===== src/rtl/div_pkg.sv =====
// ---------------------------------------------------------------------------
// div_pkg
//
// Shared definitions for the shift-and-subtract divider:
//   DIV_WIDTH      default operand/result width (also the iteration count)
//   DIV_CNT_WIDTH  width of the iteration counter, wide enough to hold WIDTH
//   div_state_e    controller state encoding (IDLE=0 ... DONE=4)
// ---------------------------------------------------------------------------
package div_pkg;

    localparam int DIV_WIDTH     = 16;
    localparam int DIV_CNT_WIDTH = $clog2(DIV_WIDTH) + 1;

    typedef enum logic [2:0] {
        IDLE = 3'd0,
        PREP = 3'd1,
        ITER = 3'd2,
        FIX  = 3'd3,
        DONE = 3'd4
    } div_state_e;

endpackage


===== src/rtl/subtract_16bit.sv =====
// ---------------------------------------------------------------------------
// subtract_16bit
//
// Combinational subtractor diff = a - b with borrow-out, built as a
// carry-lookahead adder computing a + ~b + 1. Carries are resolved in
// 4-bit lookahead groups; WIDTH must be a multiple of 4.
//
// Ports:
//   a          in   WIDTH  minuend
//   b          in   WIDTH  subtrahend
//   diff       out  WIDTH  a - b modulo 2^WIDTH
//   borrow_out out  1      1 when a < b (unsigned)
// ---------------------------------------------------------------------------
module subtract_16bit
    import div_pkg::*;
#(
    parameter int WIDTH = DIV_WIDTH
) (
    input  logic [WIDTH-1:0] a,
    input  logic [WIDTH-1:0] b,
    output logic [WIDTH-1:0] diff,
    output logic             borrow_out
);

    localparam int GROUPS = WIDTH / 4;

    logic [WIDTH-1:0] b_inv;
    logic [WIDTH-1:0] gen;
    logic [WIDTH-1:0] prop;
    logic [WIDTH:0]   carry;

    assign b_inv = ~b;
    assign gen   = a & b_inv;
    assign prop  = a ^ b_inv;

    // Carry-in of 1 completes the two's-complement of b. Inside each group
    // every carry is a flat sum of products of the group's generate and
    // propagate terms and the group carry-in, so no carry ripples bit to bit.
    always_comb begin
        carry    = '0;
        carry[0] = 1'b1;
        for (int grp = 0; grp < GROUPS; grp++) begin
            carry[grp*4+1] = gen[grp*4]
                           | (prop[grp*4] & carry[grp*4]);
            carry[grp*4+2] = gen[grp*4+1]
                           | (prop[grp*4+1] & gen[grp*4])
                           | (prop[grp*4+1] & prop[grp*4] & carry[grp*4]);
            carry[grp*4+3] = gen[grp*4+2]
                           | (prop[grp*4+2] & gen[grp*4+1])
                           | (prop[grp*4+2] & prop[grp*4+1] & gen[grp*4])
                           | (prop[grp*4+2] & prop[grp*4+1] & prop[grp*4]
                              & carry[grp*4]);
            carry[grp*4+4] = gen[grp*4+3]
                           | (prop[grp*4+3] & gen[grp*4+2])
                           | (prop[grp*4+3] & prop[grp*4+2] & gen[grp*4+1])
                           | (prop[grp*4+3] & prop[grp*4+2] & prop[grp*4+1]
                              & gen[grp*4])
                           | (prop[grp*4+3] & prop[grp*4+2] & prop[grp*4+1]
                              & prop[grp*4] & carry[grp*4]);
        end
    end

    assign diff = prop ^ carry[WIDTH-1:0];

    // No carry out of a + ~b + 1 means the subtraction borrowed.
    assign borrow_out = ~carry[WIDTH];

endmodule


===== src/rtl/shift_sub_divider.sv =====
// ---------------------------------------------------------------------------
// shift_sub_divider
//
// Multi-cycle integer divider using restoring shift-and-subtract, one
// quotient bit per cycle. Operands are captured with a single-cycle start
// pulse while idle; busy is held during PREP/ITER/FIX and done pulses for
// one cycle in DONE with registered results that remain held afterwards.
// Signed division truncates toward zero; the remainder takes the sign of
// the dividend. A zero divisor yields quotient all-ones, remainder equal
// to the raw dividend and div_by_zero set.
//
// Ports:
//   clk          in   1      rising-edge clock
//   rst          in   1      asynchronous active-high reset
//   start        in   1      request, sampled only in IDLE or DONE
//   is_signed    in   1      1 = two's-complement operands
//   dividend     in   WIDTH  numerator
//   divisor      in   WIDTH  denominator
//   busy         out  1      high in PREP, ITER and FIX
//   done         out  1      one-cycle completion pulse
//   quotient     out  WIDTH  registered quotient
//   remainder    out  WIDTH  registered remainder
//   div_by_zero  out  1      registered divide-by-zero flag
// ---------------------------------------------------------------------------
module shift_sub_divider
    import div_pkg::*;
#(
    parameter int WIDTH = DIV_WIDTH
) (
    input  logic             clk,
    input  logic             rst,
    input  logic             start,
    input  logic             is_signed,
    input  logic [WIDTH-1:0] dividend,
    input  logic [WIDTH-1:0] divisor,
    output logic             busy,
    output logic             done,
    output logic [WIDTH-1:0] quotient,
    output logic [WIDTH-1:0] remainder,
    output logic             div_by_zero
);

    localparam int               CNT_W     = $clog2(WIDTH) + 1;
    localparam logic [CNT_W-1:0] LAST_ITER = CNT_W'(WIDTH - 1);

    div_state_e       state_q,     state_d;
    logic [WIDTH-1:0] dividend_q,  dividend_d;
    logic [WIDTH-1:0] divisor_q,   divisor_d;
    logic             neg_dvd_q,   neg_dvd_d;
    logic             neg_dvs_q,   neg_dvs_d;
    logic [WIDTH-1:0] dvsr_q,      dvsr_d;
    logic [WIDTH-1:0] q_sr_q,      q_sr_d;
    logic [WIDTH:0]   rem_q,       rem_d;
    logic [CNT_W-1:0] cnt_q,       cnt_d;
    logic [WIDTH-1:0] quotient_q,  quotient_d;
    logic [WIDTH-1:0] remainder_q, remainder_d;
    logic             dbz_q,       dbz_d;

    logic [WIDTH:0]   shifted_rem;
    logic [WIDTH-1:0] trial_diff;
    logic             trial_borrow;
    logic             trial_fits;

    // The quotient shift register's MSB moves into the partial remainder
    // each iteration, so the dividend bits are consumed MSB first while the
    // new quotient bits fill in from the bottom.
    assign shifted_rem = {rem_q[WIDTH-1:0], q_sr_q[WIDTH-1]};

    subtract_16bit #(
        .WIDTH (WIDTH)
    ) u_trial_sub (
        .a          (shifted_rem[WIDTH-1:0]),
        .b          (dvsr_q),
        .diff       (trial_diff),
        .borrow_out (trial_borrow)
    );

    // Any partial remainder with a bit set at or above position WIDTH is
    // larger than every possible divisor, so the subtraction always succeeds
    // and the low WIDTH bits of the difference are exact.
    assign trial_fits = shifted_rem[WIDTH] | rem_q[WIDTH] | ~trial_borrow;

    // State and datapath registers; everything returns to zero / IDLE on
    // reset so an in-flight division is simply discarded.
    always_ff @(posedge clk or posedge rst) begin
        if (rst) begin
            state_q     <= IDLE;
            dividend_q  <= '0;
            divisor_q   <= '0;
            neg_dvd_q   <= 1'b0;
            neg_dvs_q   <= 1'b0;
            dvsr_q      <= '0;
            q_sr_q      <= '0;
            rem_q       <= '0;
            cnt_q       <= '0;
            quotient_q  <= '0;
            remainder_q <= '0;
            dbz_q       <= 1'b0;
        end else begin
            state_q     <= state_d;
            dividend_q  <= dividend_d;
            divisor_q   <= divisor_d;
            neg_dvd_q   <= neg_dvd_d;
            neg_dvs_q   <= neg_dvs_d;
            dvsr_q      <= dvsr_d;
            q_sr_q      <= q_sr_d;
            rem_q       <= rem_d;
            cnt_q       <= cnt_d;
            quotient_q  <= quotient_d;
            remainder_q <= remainder_d;
            dbz_q       <= dbz_d;
        end
    end

    // Controller and datapath next-state. Outputs are only reloaded on the
    // way into DONE; the flag alone is cleared when a new request is taken.
    always_comb begin
        state_d     = state_q;
        dividend_d  = dividend_q;
        divisor_d   = divisor_q;
        neg_dvd_d   = neg_dvd_q;
        neg_dvs_d   = neg_dvs_q;
        dvsr_d      = dvsr_q;
        q_sr_d      = q_sr_q;
        rem_d       = rem_q;
        cnt_d       = cnt_q;
        quotient_d  = quotient_q;
        remainder_d = remainder_q;
        dbz_d       = dbz_q;

        case (state_q)
            IDLE, DONE: begin
                if (start) begin
                    dividend_d = dividend;
                    divisor_d  = divisor;
                    neg_dvd_d  = is_signed & dividend[WIDTH-1];
                    neg_dvs_d  = is_signed & divisor[WIDTH-1];
                    dbz_d      = 1'b0;
                    state_d    = PREP;
                end else begin
                    state_d = IDLE;
                end
            end

            PREP: begin
                if (divisor_q == '0) begin
                    quotient_d  = '1;
                    remainder_d = dividend_q;
                    dbz_d       = 1'b1;
                    state_d     = DONE;
                end else begin
                    // Magnitudes wrap modulo 2^WIDTH: the most negative
                    // value stays 100..0, which is still the correct
                    // unsigned magnitude.
                    q_sr_d  = neg_dvd_q ? -dividend_q : dividend_q;
                    dvsr_d  = neg_dvs_q ? -divisor_q  : divisor_q;
                    rem_d   = '0;
                    cnt_d   = '0;
                    state_d = ITER;
                end
            end

            ITER: begin
                q_sr_d = {q_sr_q[WIDTH-2:0], trial_fits};
                rem_d  = trial_fits ? {1'b0, trial_diff} : shifted_rem;
                cnt_d  = cnt_q + CNT_W'(1);
                if (cnt_q == LAST_ITER) begin
                    state_d = FIX;
                end
            end

            FIX: begin
                quotient_d  = (neg_dvd_q ^ neg_dvs_q) ? -q_sr_q : q_sr_q;
                remainder_d = neg_dvd_q ? -rem_q[WIDTH-1:0]
                                        :  rem_q[WIDTH-1:0];
                state_d     = DONE;
            end

            default: begin
                state_d = IDLE;
            end
        endcase
    end

    assign busy        = (state_q == PREP) || (state_q == ITER) || (state_q == FIX);
    assign done        = (state_q == DONE);
    assign quotient    = quotient_q;
    assign remainder   = remainder_q;
    assign div_by_zero = dbz_q;

endmodule


===== config.mk =====
export PLATFORM = sky130hd
export DESIGN_NAME = shift_sub_divider
export DESIGN_NICKNAME = d
export VERILOG_FILES = /design/src/rtl/div_pkg.sv /design/src/rtl/subtract_16bit.sv /design/src/rtl/shift_sub_divider.sv
export SDC_FILE = /design/constraint.sdc
export NUM_CORES = 1
export LEC_CHECK = 0
export ABC_AREA = 1
export BUFFER_PORTS_ARGS = -buffer_cell sky130_fd_sc_hd__buf_2
export CAP_MARGIN = 20
export CORE_ASPECT_RATIO = 0.7
export CORE_MARGIN = 2
export CORE_UTILIZATION = 65
export DETAILED_ROUTE_END_ITERATION = 6
export PLACE_DENSITY = 0.85
export SLEW_MARGIN = 20
export SYNTH_ARGS = -nofsm -noshare
export SYNTH_HDL_FRONTEND = slang
export SYNTH_HIERARCHICAL = 1
export SYNTH_SLANG_ARGS = --single-unit

===== constraint.sdc =====
create_clock -name clk -period 8.6 [get_ports clk]
set_input_delay 0 -clock clk [delete_from_list [all_inputs] [get_ports clk]]
set_output_delay 0 -clock clk [all_outputs]
set_load 0.01 [all_outputs]

==> impl_metrics.env, run 1 <==
export IMPL_synth_top_area_frac=0.403
export IMPL_layout_drive_gt1_share=0.132
export IMPL_critical_path_required_ns=8.94
export IMPL_dr_pass1_iters=6
export IMPL_synth_distinct_cells=43
export IMPL_via_count=7538
export IMPL_post_place_cells=1258
export IMPL_outcome="completed"
export IMPL_vdd_drop_max_mv=0.227
export IMPL_path_clk_slew_ns=0.06
export IMPL_grt_most_used_layer="met2"
export IMPL_ys_seq_area_frac=0.403
export IMPL_ctsLongestPathBuffers=2
export IMPL_core_mm2=0.0116
export IMPL_synth_top_area_cell="dfrtp_1"
export IMPL_met3_usage=0.124
export IMPL_rsz0062_at_grt="false"
export IMPL_io_pins=71
export IMPL_synth_edf_count=0
export IMPL_cp_end_kind="flip-flop"
export IMPL_dpl_cell_area_mm2=0.00808
export IMPL_path_class="reg2reg"
export IMPL_antenna_found_initial=0
export IMPL_crit_path_start_kind="flip-flop"
export IMPL_postRouteWirelength_um=21600
export IMPL_holdPathStages=4
export IMPL_drt_iter0_markers=961
export IMPL_diodes=0
export IMPL_period_minus_slack_ns=2.98
export IMPL_fin_area_mm2=0.00901
export IMPL_dp_hpwl_um=14500
export IMPL_die_w_um=134
export IMPL_yosysMostFrequentCell="nand2_1"
export IMPL_fin_cells=1324
export IMPL_leakage_nw=4.60
export IMPL_use_met2=0.538
export IMPL_grt_pass1_vias=6918
export IMPL_areaGrowthSynthToFinish_pct=17.1
export IMPL_die_area_mm2=0.0127
export IMPL_hold_path_class="in2reg"
export IMPL_crit_fanout=33
export IMPL_rows=33
export IMPL_port_buffers=70
export IMPL_final_setup_skew_ns=0.0101
export IMPL_p_per_area_mw_per_mm2=453
export IMPL_vias_per_cell=5.69
export IMPL_grt_pass1_wl_um=35200
export IMPL_cts_made_buffers=17
export IMPL_detail_route_wl_per_cell_um=16.3
export IMPL_cts_root_buffer="clkbuf_16"
export IMPL_grt_usage=0.363
export IMPL_num_fill_cells=847
export IMPL_drc_errors=0
export IMPL_fmax_mhz=336
export IMPL_final_nets=1216
export IMPL_cts_sinks=124
export IMPL_syn_num_nets=1123
export IMPL_pre_cts_slack_ns=5.82
export IMPL_start_util=0.661
export IMPL_max_stage_delay_ns=0.66
export IMPL_crit_chain="ha_1 > nand2_1 > nand2_1 > nor2_1 > nand2_2 > nand2_1 > nand2_2 > nand2_2 > nand2_2 > a31oi_1 > nand3_1 > inv_1 > o21ai_0 > o22ai_2"
export IMPL_cp_arrival_ns=3.32
export IMPL_overflow=0
export IMPL_finalWorstSetupSlack_ns=5.62
export IMPL_clkLatencyLatePin_ns=0.43
export IMPL_worst_pin_slew_ns=1.03
export IMPL_syn_area_mm2=0.00769
export IMPL_ys_ff_latch=124
export IMPL_cp_buffers_inverters=1
export IMPL_ys_warn_count=6
export IMPL_rr_worst_depth=14
export IMPL_final_util=0.774
export IMPL_gp_congestion=0.933
export IMPL_use_met1=0.512
export IMPL_cap_violations=0
export IMPL_syn_avg_cell_area_um2=7.25
export IMPL_postSynthCellCount=1061
export IMPL_synthTopCellsByArea="dfrtp_1 40%, nand2_1 17%, nand3_1 7.1%, o21ai_0 6.8%, inv_1 6.5%"
export IMPL_cts_tree="built"
export IMPL_slew_violations=0
export IMPL_slew_headroom=0.312
export IMPL_htreeDepth=4
export IMPL_critical_path_top_delay_family="simple AND/OR/NAND/NOR gates"
export IMPL_post_cts_resize_count=0
export IMPL_synthFlopType="dfrtp_1"
export IMPL_setup_viol=0
export IMPL_cp_common_cell="nand2_2"
export IMPL_crit_cells=14
export IMPL_hold_viol=0
export IMPL_critPathSlowestCell="inv_1"
export IMPL_synthTopCellsByCount="341 x nand2_1, 133 x inv_1, 124 x dfrtp_1"
export IMPL_grt_max_degree=72
export IMPL_tns_ns=0
export IMPL_layout_worst_path_cycle_share=0.346
export IMPL_async_reset_ff_frac=1.00
export IMPL_postRouteAntennaNets=0
export IMPL_die_h_um=95.0
-- state kept, by name, summed over array words and instances (netlist names) --
register and cells:
cnt_q 5, divisor_q 16, neg_dvs_q 1, remainder 16
rem_q 17, q_sr_q 16, neg_dvd_q 1, quotient 16
dividend_q 16, state_q 3, div_by_zero 1, dvsr_q 16
-- power breakdown --
group / leakage (nW) / switching [mW] / internal [mW] / total (mW)
Clock: 0.280 / 0.289 / 0.432 / 0.721
Combinational: 2.79 / 1.49 / 0.765 / 2.25
Sequential: 1.53 / 0.252 / 0.858 / 1.11
-- worst paths after layout --
path / startpoint / to / slack [ns]
setup / recovery: rem_q[2] / rem_q[2] / 5.62
hold / removal: start / divisor_q[5] / 0.09
setup reg to reg: rem_q[2] / rem_q[2] / 5.62
hold reg to reg: remainder[1] / remainder[1] / 0.47
max in group asynchronous: rst / q_sr_q[10] / 6.98
min in group asynchronous: rst / divisor_q[14] / 0.25
-- cells in the final DEF, fill, tap and decap left out, types with 4 or more instances in the layout --
| master | synthesis | final |
|---|---|---|
| a21oi_1 | 12 | 12 |
| buf_2 | 12 | 70 |
| buf_4 | 4 | 5 |
| clkbuf_16 | 0 | 17 |
| dfrtp_1 | 124 | 124 |
| dlygate4sd3_1 | 0 | 34 |
| ha_1 | 23 | 23 |
| inv_1 | 133 | 132 |
| inv_2 | 4 | 4 |
| inv_6 | 1 | 5 |
| nand2_1 | 341 | 341 |
| nand2_2 | 6 | 6 |
| nand3_1 | 109 | 108 |
| nand3_2 | 3 | 4 |
| nand4_1 | 4 | 4 |
| nor2_1 | 79 | 79 |
| nor3_1 | 6 | 6 |
| o211ai_1 | 5 | 5 |
| o21ai_0 | 105 | 105 |
| o22ai_2 | 18 | 18 |
| xnor2_1 | 8 | 8 |
| xor2_1 | 14 | 14 |
-- routing by layer --
| layer | wire length, um | vias up |
|---|---|---|
| met1 | 9490 | 3529 |
| li1 | - | 3567 |
| met5 | 0 | - |
| met3 | 2520 | 31 |
| met4 | 263 | 0 |
| met2 | 9350 | 411 |
-- layout make-up --
type                            instances  area (um^2)  area share
Sequential cell                       124         3100       0.344
Timing Repair Buffer                  109          728      0.0808
Multi-Input combinational cell        761         3860       0.428
Inverter                              141          537      0.0596
Tap cell                              157          196      0.0218
Clock buffer                           18          429      0.0476
Clock inverter                         14          160      0.0178
-- logic make-up after synthesis --
group / after synthesis / synth area share
flip-flops: 124 / 0.403
XOR/XNOR: 22 / 0.0250
adder cells (fa/ha/maj): 26 / 0.0452
buffers and inverters: 176 / 0.0963
AO/OA/AOI/OAI: 151 / 0.121
AND/OR/NAND/NOR: 562 / 0.310
-- through the flow --
stage                     hold WS, ns  total power [mW]
after global placement          0.137              3.18
final                          0.0885              4.08
after detailed placement        0.139              3.25
after floorplan                 0.110              2.73
after global routing            0.119              4.42
after CTS                      0.0882              4.01
-- worst reg2reg max path, cell delays in order, from the launching register on --
cell     delay, ns
dfrtp_1       0.43
ha_1          0.36
nand2_1       0.08
nand2_1       0.05
nor2_1        0.17
nand2_2       0.10
nand2_1       0.08
nand2_2       0.09
nand2_2       0.08
nand2_2       0.08
a31oi_1       0.15
nand3_1       0.09
inv_1         0.66
o21ai_0       0.27
o22ai_2       0.21
-- repair_timing --
action,4_1_cts,5_1_grt
setup buffers,0,0
hold buffers,34,0
endpoints found under the hold margin,87,0
setup endpoints to repair,0,0
Power figures use the tool's default switching activity.
==> inputs of run 2 (changes only) <==
- ABC_AREA: 1 -> 0
- CORE_UTILIZATION: 65 -> 54
- PLACE_DENSITY: 0.85 -> 0.76
- clock period: 8.6 -> 2.7 ns (I/O delays scaled with it)
==> run 2 against run 1 <==
  * The flow now finishes with violations (setup timing)
  * Area after synthesis fell by 8.8%
  * Worst hold slack improved by 0.033 ns
  * Wire length fell by 7.8%
  * Total power rose to 3.2 times the previous value
==> impl_metrics.env, run 2 <==
export IMPL_syn_area_mm2=0.00702
export IMPL_htreeDepth=4
export IMPL_grt_max_degree=57
export IMPL_synth_distinct_cells=59
export IMPL_mostFrequentLayoutCell="nand2_1"
export IMPL_die_w_um=140
export IMPL_syn_avg_cell_area_um2=9.22
export IMPL_p_per_area_mw_per_mm2=1450
export IMPL_ctsLongestPathBuffers=2
export IMPL_ys_warn_count=6
export IMPL_vias_per_cell=5.88
export IMPL_layout_worst_path_cycle_share=1.02
export IMPL_hold_viol=0
export IMPL_cp_arrival_ns=2.99
export IMPL_synth_top_area_frac=0.442
export IMPL_fin_cells=1074
export IMPL_die_h_um=99.4
export IMPL_core_mm2=0.0125
export IMPL_rsz0062_at_grt="true"
export IMPL_final_util=0.714
export IMPL_path_class="reg2reg"
export IMPL_cts_made_buffers=17
export IMPL_drc_errors=0
export IMPL_final_setup_skew_ns=0.0105
export IMPL_postRouteAntennaNets=0
export IMPL_outcome="complete, but fails checks"
export IMPL_overflow=0
export IMPL_setup_viol=8
export IMPL_slew_violations=0
export IMPL_synthTopCellsByArea="dfrtp_1 44%, nand2_1 7.5%, xor2_1 5.7%, mux2i_1 5.3%, o21ai_0 4.4%"
export IMPL_num_fill_cells=874
export IMPL_path_clk_slew_ns=0.06
export IMPL_leakage_nw=4.16
export IMPL_vdd_drop_max_mv=0.611
export IMPL_slew_headroom=0.300
export IMPL_ys_ff_latch=124
export IMPL_clkLatencyLatePin_ns=0.42
export IMPL_post_place_cells=991
export IMPL_via_count=6312
export IMPL_antenna_found_initial=0
export IMPL_largest_reg_flops=17
export IMPL_crit_fanout=5
export IMPL_register_area_mm2=0.00310
export IMPL_cts_root_buffer="clkbuf_16"
export IMPL_synth_top_area_cell="dfrtp_1"
export IMPL_io_pins=71
export IMPL_dr_pass1_iters=6
export IMPL_layout_common_cells="140 x nand2_1, 124 x dfrtp_1, 70 x buf_2"
export IMPL_drt_iter0_markers=686
export IMPL_detail_route_wl_per_cell_um=18.6
export IMPL_top_register="rem_q"
export IMPL_syn_num_nets=823
export IMPL_yosysMostFrequentCell="nand2_1"
export IMPL_grt_usage=0.292
export IMPL_ys_seq_area_frac=0.442
export IMPL_synthFlopType="dfrtp_1"
export IMPL_crit_path_start_kind="flip-flop"
export IMPL_worst_pin_slew_ns=1.05
export IMPL_areaGrowthSynthToFinish_pct=27.7
export IMPL_cts_tree="built"
export IMPL_gp_congestion=0.871
export IMPL_multi_input_area_mm2=0.00370
export IMPL_cap_violations=0
export IMPL_grt_pass1_vias=6215
export IMPL_dp_hpwl_um=13300
export IMPL_postRouteWirelength_um=19900
export IMPL_pre_cts_slack_ns=-0.128
export IMPL_hold_path_class="in2reg"
export IMPL_cp_end_kind="flip-flop"
export IMPL_critical_path_required_ns=2.94
export IMPL_postSynthCellCount=761
export IMPL_diodes=0
export IMPL_async_reset_ff_frac=1.00
export IMPL_layout_drive_gt1_share=0.213
export IMPL_cts_sinks=124
export IMPL_rows=34
export IMPL_synthTopCellsByCount="140 x nand2_1, 124 x dfrtp_1, 61 x o21ai_0"
export IMPL_final_nets=961
export IMPL_grt_pass1_wl_um=31700
export IMPL_period_minus_slack_ns=2.75
export IMPL_finalWorstSetupSlack_ns=-0.0491
export IMPL_violations="setup timing"
export IMPL_port_buffers=70
export IMPL_start_util=0.559
export IMPL_fmax_mhz=364
export IMPL_worst_hold_slack_ns=0.121
export IMPL_synth_edf_count=0
export IMPL_die_area_mm2=0.0139
[run 2: cell count changes in the layout (fill, tap and decap cells not counted), moves of 15 or more]
cell / delta
xnor2_1: +15
nand3_1: -83
nor2_1: -41
o21ai_0: -51
buf_4: +42
a21oi_1: +17
nand2_1: -201
inv_1: -100
xor2_1: +32
o22ai_2: -18
mux2i_1: +36
[run 2: per-layer routing]
metal | GRT usage | vias up | part of all wire
li1 | - | 2905 | -
met1 | 0.418 | 3072 | 0.44
met2 | 0.443 | 298 | 0.45
met3 | 0.0607 | 35 | 0.087
met4 | 0.0987 | 2 | 0.015
met5 | 0.0316 | - | 0.0029
[run 2: where the power goes]
| part | total [mW] | internal (mW) | switching, mW |
|---|---|---|---|
| registers | 3.65 | 2.71 | 0.944 |
| logic | 6.92 | 3.16 | 3.77 |
| clock network | 2.37 | 1.48 | 0.890 |
[run 2: area by class of cell]
cell class | instances | area share
clock buffer | 19 | 0.0494
clock inverter | 13 | 0.0184
inverter | 38 | 0.0163
multi-input combinational | 558 | 0.413
sequential | 124 | 0.346
tap | 162 | 0.0226
timing repair buffer | 160 | 0.134
[run 2: critical path, cell delays in order, from the launching register on]
cell	delay (ns)
dfrtp_1	0.39
buf_4	0.16
ha_4	0.16
o211ai_1	0.25
a21boi_2	0.11
a41o_4	0.25
a31oi_4	0.19
o21ai_2	0.10
a21oi_2	0.14
nor3b_4	0.24
buf_6	0.15
buf_8	0.13
mux2i_1	0.20
o21ai_0	0.11
[run 2: what timing repair did]
action | 4_1_cts | 5_1_grt
pin swaps | 5 | 9
buffers inserted | 3 | 13
hold buffers | 34 | 0
gates resized for setup | 5 | 30
endpoints found under the hold margin | 71 | 0
gates cloned | 1 | 1
setup endpoints to repair | 16 | 33
[run 2: path summary, 6_finish.rpt]
check                          endpoint  slack, ns        from  cells after the start
setup reg to reg              rem_q[15]      -0.05  q_sr_q[15]                     13
min in group asynchronous  divisor_q[8]       0.28         rst                      3
hold / removal               state_q[0]       0.12       start                      4
hold reg to reg               dvsr_q[1]       0.48   dvsr_q[1]                      2
setup / recovery              rem_q[15]      -0.05  q_sr_q[15]                     13
max in group asynchronous     rem_q[11]       1.44         rst                      5
[run 2: stage by stage]
step	area (um^2)	power, mW	setup TNS (ns)
detailed placement	7760	9.71	-1.65
floorplan	7060	7.85	0
global placement	7760	9.35	0
CTS	8800	12.5	-0.0555
finish	8960	12.9	-0.142
global route	8960	13.8	-1.39
[run 2: cell families after synthesis]
| kind of cell | share of synthesized area |
|---|---|
| AO/OA/AOI/OAI | 0.144 |
| XOR/XNOR | 0.0861 |
| adder cells (fa/ha/maj) | 0.0496 |
| buffers and inverters | 0.0474 |
| flip-flops | 0.442 |
| multiplexers | 0.0528 |
| AND/OR/NAND/NOR | 0.178 |
